<file path="config.mk">
export PLATFORM = sky130hd
export DESIGN_NAME = mem_access_unit
export DESIGN_NICKNAME = d
export VERILOG_FILES = /design/src/rtl/mem_access_unit.sv
export SDC_FILE = /design/constraint.sdc
export NUM_CORES = 1
export LEC_CHECK = 0
export CORE_AREA = 2 2 128 130
export DETAILED_ROUTE_END_ITERATION = 16
export DIE_AREA = 0 0 130 132
export PLACE_DENSITY = 0.75
export SYNTH_ARGS = -nofsm -noshare
export SYNTH_HDL_FRONTEND = slang
export SYNTH_SLANG_ARGS = --single-unit
</file>
<file path="constraint.sdc">
create_clock -name clk -period 4.7 [get_ports clk]
set_input_delay 1.175 -clock clk [delete_from_list [all_inputs] [get_ports clk]]
set_output_delay 1.175 -clock clk [all_outputs]
set_load 0.05 [all_outputs]
</file>
<file path="src/rtl/mem_access_unit.sv">
// Memory access stage between the multi-cycle controller and a req/ack
// memory bus. Issues one registered bus request per controller memory
// state, stalls the controller until the access finishes, then releases
// it for exactly one cycle (HOLD) so it can advance.
//
// state  | meaning
// IDLE   | waiting for a read/write strobe from the controller
// ACCESS | request on the bus, waiting for bus_ack or timeout
// HOLD   | one-cycle release; stale strobes from the old state are ignored
module mem_access_unit #(
    parameter int TIMEOUT = 255,
    parameter int CNT_W   = 8
) (
    input  logic        clk,
    input  logic        reset,
    input  logic        mem_read,
    input  logic        mem_write,
    input  logic        ir_write,
    input  logic        iord,
    input  logic [31:0] pc,
    input  logic [31:0] alu_out,
    input  logic [31:0] write_data,
    output logic [31:0] bus_addr,
    output logic [31:0] bus_wdata,
    output logic        bus_rd,
    output logic        bus_wr,
    input  logic        bus_ack,
    input  logic [31:0] bus_rdata,
    output logic [31:0] instr,
    output logic [31:0] mdr,
    output logic        stall,
    output logic        addr_err,
    output logic        timeout_err
);

    typedef enum logic [1:0] {
        IDLE   = 2'd0,
        ACCESS = 2'd1,
        HOLD   = 2'd2
    } state_t;

    state_t           state;
    state_t           state_next;
    logic [CNT_W-1:0] cnt;
    logic             op_is_read;
    logic             ir_write_lat;

    logic        req;
    logic [31:0] addr;
    logic        aligned;
    logic        at_limit;
    logic        issue;
    logic        misaligned;
    logic        complete;
    logic        abort;

    // Both strobes high is a controller conflict and counts as no request.
    assign req      = mem_read ^ mem_write;
    assign addr     = iord ? alu_out : pc;
    assign aligned  = (addr[1:0] == 2'b00);
    assign at_limit = (cnt == CNT_W'(TIMEOUT - 1));

    // State register.
    always_ff @(posedge clk or posedge reset) begin
        if (reset) begin
            state <= IDLE;
        end else begin
            state <= state_next;
        end
    end

    // Next-state decode, stall and per-cycle action strobes.
    always_comb begin
        state_next = state;
        stall      = 1'b0;
        issue      = 1'b0;
        misaligned = 1'b0;
        complete   = 1'b0;
        abort      = 1'b0;
        case (state)
            IDLE: begin
                if (req) begin
                    if (aligned) begin
                        stall      = 1'b1;
                        issue      = 1'b1;
                        state_next = ACCESS;
                    end else begin
                        misaligned = 1'b1;
                        state_next = HOLD;
                    end
                end
            end
            ACCESS: begin
                stall = 1'b1;
                // An ack on the final allowed cycle still wins over the abort.
                if (bus_ack) begin
                    complete   = 1'b1;
                    state_next = HOLD;
                end else if (at_limit) begin
                    abort      = 1'b1;
                    state_next = HOLD;
                end
            end
            HOLD: begin
                state_next = IDLE;
            end
            default: begin
                state_next = IDLE;
            end
        endcase
        // The controller must never see a stall while this unit is in reset.
        if (reset) begin
            stall = 1'b0;
        end
    end

    // Bus request registers, wait counter, IR/MDR and sticky error flags.
    always_ff @(posedge clk or posedge reset) begin
        if (reset) begin
            bus_addr     <= '0;
            bus_wdata    <= '0;
            bus_rd       <= 1'b0;
            bus_wr       <= 1'b0;
            op_is_read   <= 1'b0;
            ir_write_lat <= 1'b0;
            cnt          <= '0;
            instr        <= '0;
            mdr          <= '0;
            addr_err     <= 1'b0;
            timeout_err  <= 1'b0;
        end else begin
            if (issue) begin
                bus_addr     <= addr;
                bus_wdata    <= write_data;
                bus_rd       <= mem_read;
                bus_wr       <= mem_write;
                op_is_read   <= mem_read;
                ir_write_lat <= ir_write;
                cnt          <= '0;
            end
            if (state == ACCESS) begin
                cnt <= cnt + CNT_W'(1);
            end
            if (complete || abort) begin
                bus_rd <= 1'b0;
                bus_wr <= 1'b0;
            end
            if (complete && op_is_read) begin
                mdr <= bus_rdata;
                if (ir_write_lat) begin
                    instr <= bus_rdata;
                end
            end
            if (abort) begin
                timeout_err <= 1'b1;
            end
            if (misaligned) begin
                addr_err <= 1'b1;
            end
        end
    end

endmodule

</file>
Word level (Yosys, flattened, before mapping) --
Index checks and enable logic that the tools add are counted.
Storage, ports and cells: word-level logic and storage cells 51, output and inout bits 133, flip-flop bits (word level) 144, bits of input ports 135
Operators by class: reduce and logical (&&, ||, !) cells 8, add/sub/neg operators 1, eq/ne operators 4, bitwise operators 1, multiplexer cells 25
Operators with widths (count):
- $mux W32 | 1
- $mux W1 | 16
- $mux W8 | 2
- $add A8 B1 Y8 const B | 1
- $eq A8 B8 Y1 const B | 1
- $mux W2 | 4
- $logic_not A2 Y1 | 2
- $pmux W2 S2 | 1
- $reduce_and A2 Y1 | 2
- $reduce_bool A2 Y1 | 2
- $ne A3 B3 Y1 const B | 1
- $eq A2 B1 Y1 const B | 1
- $ne A2 B2 Y1 const B | 1
- $pmux W1 S2 | 1
- $logic_and A1 B1 Y1 | 1
- $logic_or A1 B1 Y1 | 1
- $xor A1 B1 Y1 | 1

Logic depth before layout (Yosys ltp) --
word-level depth 7, depth in mapped cells 7, gate-level depth less buffers 6

Worst setup path before layout --
OpenSTA, ideal clock, no wires.
path kind in2out, start point input iord, end point output stall, arrival time 3.109 ns, data required time 3.525 ns, path buffers 2, stages on the path 5, slack 0.416 ns, cell sequence buf_4 -> nor3b_2 -> o211ai_4 -> buf_2 -> a211oi_1
Between the ends: word-level cells in the longest chain between the ends 6
Ends and longest elaborated chain:
- from (decl) | line 19 | input logic iord,
- $mux W32 | line 59 | assign addr = iord ? alu_out : pc;
- $logic_not A2 Y1 | line 60 | assign aligned = (addr[1:0] == 2'b00);
- $mux W1 | line 83 | if (aligned) begin
- $mux W1 | line 82 | if (req) begin
- $pmux W1 S2 | line 80 | case (state)
- $mux W1 | line 112 | if (reset) begin
- to (decl) | line 31 | output logic stall,
Every way passes these cells.

Final worst setup path --
start point input mem_read, end point output stall
Between the ends: word-level cells in the longest chain between the ends 4
Ends and longest elaborated chain:
- from (decl) | line 16 | input logic mem_read,
- $xor A1 B1 Y1 | line 58 | assign req = mem_read ^ mem_write;
- $mux W1 | line 82
- $pmux W1 S2 | line 80
- $mux W1 | line 112
Every way passes these cells.

==> flow_metrics.tcl <==
set metrics [dict create \
    status "finished clean" \
    ys_types 34 \
    core_area_sq_um 15700 \
    postSynthCellCount 412 \
    cts.path.max_buffers 2 \
    max_freq_mhz 251 \
    cts_sinks 144 \
    wl_per_cell_um 16.0 \
    drc 0 \
    cap_violations 0 \
    critical_path_peak_fanout 4 \
    power.static_leakage_nw 4.12 \
    grt_max_degree 108 \
    overflow 0 \
    critPathLaunch "mem_read" \
    yosys-top-cells-area "dfrtp_1, mux2_2, mux2i_1" \
    postRouteAntennaNets 0 \
    endpoint_kind "primary output" \
    ys_seq_area_share_pct 62.4 \
    place_hpwl_mm 10.8 \
    io_pins 268 \
    finalSetupViolCount 0 \
    first_pass_iters 5 \
    start_util_pct 36.8 \
    arrival_ns 2.81 \
    antenna_found_initial 0 \
    tns_ns 0 \
    root_buffer "clkbuf_16" \
    wl_mm 14.5 \
    crit_buf_inv 2 \
    critPathSlowestCell "clkdlybuf4s50_1" \
    synthDominantCellAreaShare_pct 62.4 \
    diodes 0 \
    yosys.area.top_type "dfrtp_1" \
    tightest_slew_ns 1.13 \
    async_flop_share_pct 100 \
    multiInputGateArea_sq_um 2020 \
    gp_congestion 0.760 \
    synth_edf_count 0 \
    grt_usage_pct 17.2 \
    period_share_pct 84.9 \
    syn_area_sq_um 5780 \
    post_cts_buffers 0 \
    slowest_delay_ns 0.53 \
    drt_iter0_markers 95 \
    clk_latency_ns 0.41 \
    clkSlewWorstSetupHoldPaths_ns 0.06 \
    htreeDepth 4 \
    p_per_area_nw_per_um2 756 \
    grt_pass1_wl_mm 23.0 \
    ys.warnings.count 0 \
    slew_headroom_pct 24.4 \
    hp-start "timeout_err" \
    synth_most_common_cell "dfrtp_1" \
    syn_nets 549 \
    avgViaCountPerCell 4.67 \
    area_delta_synth_final_pct 60.6 \
    fp.dieH_um 132 \
    n_fill_cell 1261 \
    finalHoldViolations 0 \
    ctsHoldBuffers 0 \
    crit_family "buffers and inverters" \
    fin_hold_ws_ns 0.461 \
    required_ns 3.52 \
    start_kind "input port" \
    finalMaxSlewViolations 0 \
    fin_crit_ns 3.99 \
    die_w_um 130 \
    dieArea_sq_um 17200 \
    path_cells "clkdlybuf4s50_1 -> xor2_1 -> o211ai_4 -> a211oi_1 -> buf_12" \
    rr_startpoint "state[1]" \
    synth.ff_latch_count 144 \
    rsz0062_at_grt "false" \
    vias 4259 \
    post_cts_resized 0 \
    numCtsBuffers 17 \
    clock_skew_ns 0.00794 \
    synth_common_cells "dfrtp_1, mux2_2, nand2_1" \
    cts_tree "yes" \
    path_class "input port to primary output" \
    drive_gt1_share_pct 20.1 \
    grt_pass1_vias 4617 \
    layout.nets 820 \
    hold_path.class "register to register" \
    std_cell_rows 46 \
    regArea_sq_um 3600 \
    ys.flop_type "dfrtp_1" \
    port_buffers 267 \
    ir_drop_mv 0.428 \
    avgSynthCellArea_sq_um 14.0 \
]
==> final timing paths <==
| check | end | depth (start not counted) | slack (ns) |
|---|---|---|---|
| setup / recovery | stall | 5 | 0.71 |
| hold / removal | timeout_err | 1 | 0.46 |
| setup reg to reg | bus_wdata[18] | 4 | 2.71 |
| hold reg to reg | timeout_err | 1 | 0.46 |
| max in group asynchronous | cnt[7] | 3 | 2.33 |
| min in group asynchronous | bus_addr[8] | 2 | 1.44 |
==> placed cells by master (no fill, tap or decap), types with 2 or more instances in the layout <==
| master | synthesis | routed |
|---|---|---|
| and2_1 | 2 | 2 |
| dfrtp_1 | 144 | 144 |
| o21ai_0 | 33 | 33 |
| nor2_1 | 6 | 6 |
| mux2_1 | 4 | 4 |
| nand2_1 | 39 | 39 |
| buf_12 | 0 | 2 |
| nand3_1 | 8 | 8 |
| clkbuf_16 | 0 | 17 |
| o31ai_1 | 3 | 3 |
| o211ai_1 | 2 | 2 |
| nand2b_1 | 3 | 3 |
| clkinvlp_4 | 0 | 5 |
| clkinv_4 | 0 | 2 |
| clkdlybuf4s50_1 | 0 | 265 |
| clkinv_2 | 0 | 2 |
| buf_4 | 1 | 6 |
| ha_1 | 2 | 2 |
| bufinv_16 | 0 | 4 |
| mux2i_1 | 31 | 31 |
| mux2_2 | 94 | 94 |
| o21ai_1 | 2 | 2 |
==> logic make-up after synthesis <==
group	synth area share, %
AO/OA/AOI/OAI	4.64
XOR/XNOR	0.152
multiplexers	24.5
flip-flops	62.4
AND/OR/NAND/NOR	5.33
buffers and inverters	2.60
adder cells (fa/ha/maj)	0.433
==> cell type report <==
| type | count | area share, % |
|---|---|---|
| clock buffer | 19 | 4.77 |
| inverter | 2 | 0.121 |
| tap | 216 | 2.91 |
| multi-input combinational | 244 | 21.8 |
| clock inverter | 13 | 2.01 |
| sequential | 144 | 38.8 |
| timing repair buffer | 274 | 29.6 |
==> state kept, by name (all words and copies together), names as in the netlist <==
signal,count
bus_addr,32
cnt,8
instr,32
mdr,32
timeout_err,1
bus_wdata,32
ir_write_lat,1
bus_rd,1
state,2
op_is_read,1
bus_wr,1
addr_err,1
==> metrics by stage <==
| stage | utilization [%] | std cells | area, sq um | setup WS [ns] | total power, mW |
|---|---|---|---|---|---|
| 6_report | 59.1 | 912 | 9280 | 0.712 | 7.02 |
| 3_3_place_gp | 55.1 | 880 | 8650 | 0.760 | 5.57 |
| 2_1_floorplan | - | 412 | 5780 | 0.416 | 4.31 |
| 4_1_cts | 59.1 | 912 | 9280 | 0.712 | 7.10 |
| 5_1_grt | 59.1 | 912 | 9280 | 0.628 | 7.32 |
| 3_5_place_dp | 55.1 | 880 | 8650 | 0.727 | 5.64 |
==> routing by layer <==
metal | wire (um) | part of all wire [%] | track usage [%]
met5 | 0 | 0 | 0
met2 | 7670 | 53 | 30.4
met3 | 1190 | 8.2 | 6.74
met4 | 188 | 1.3 | 5.38
met1 | 5500 | 38 | 18.8
==> power by group <==
part	total, mW	switching [mW]	internal, mW	leakage, nW
Clock	1.42	0.515	0.904	0.296
Combinational	3.56	2.30	1.26	1.99
Sequential	2.04	0.276	1.76	1.84
Total	7.02	3.09	3.93	4.12
(Power assumes the default switching activity.)
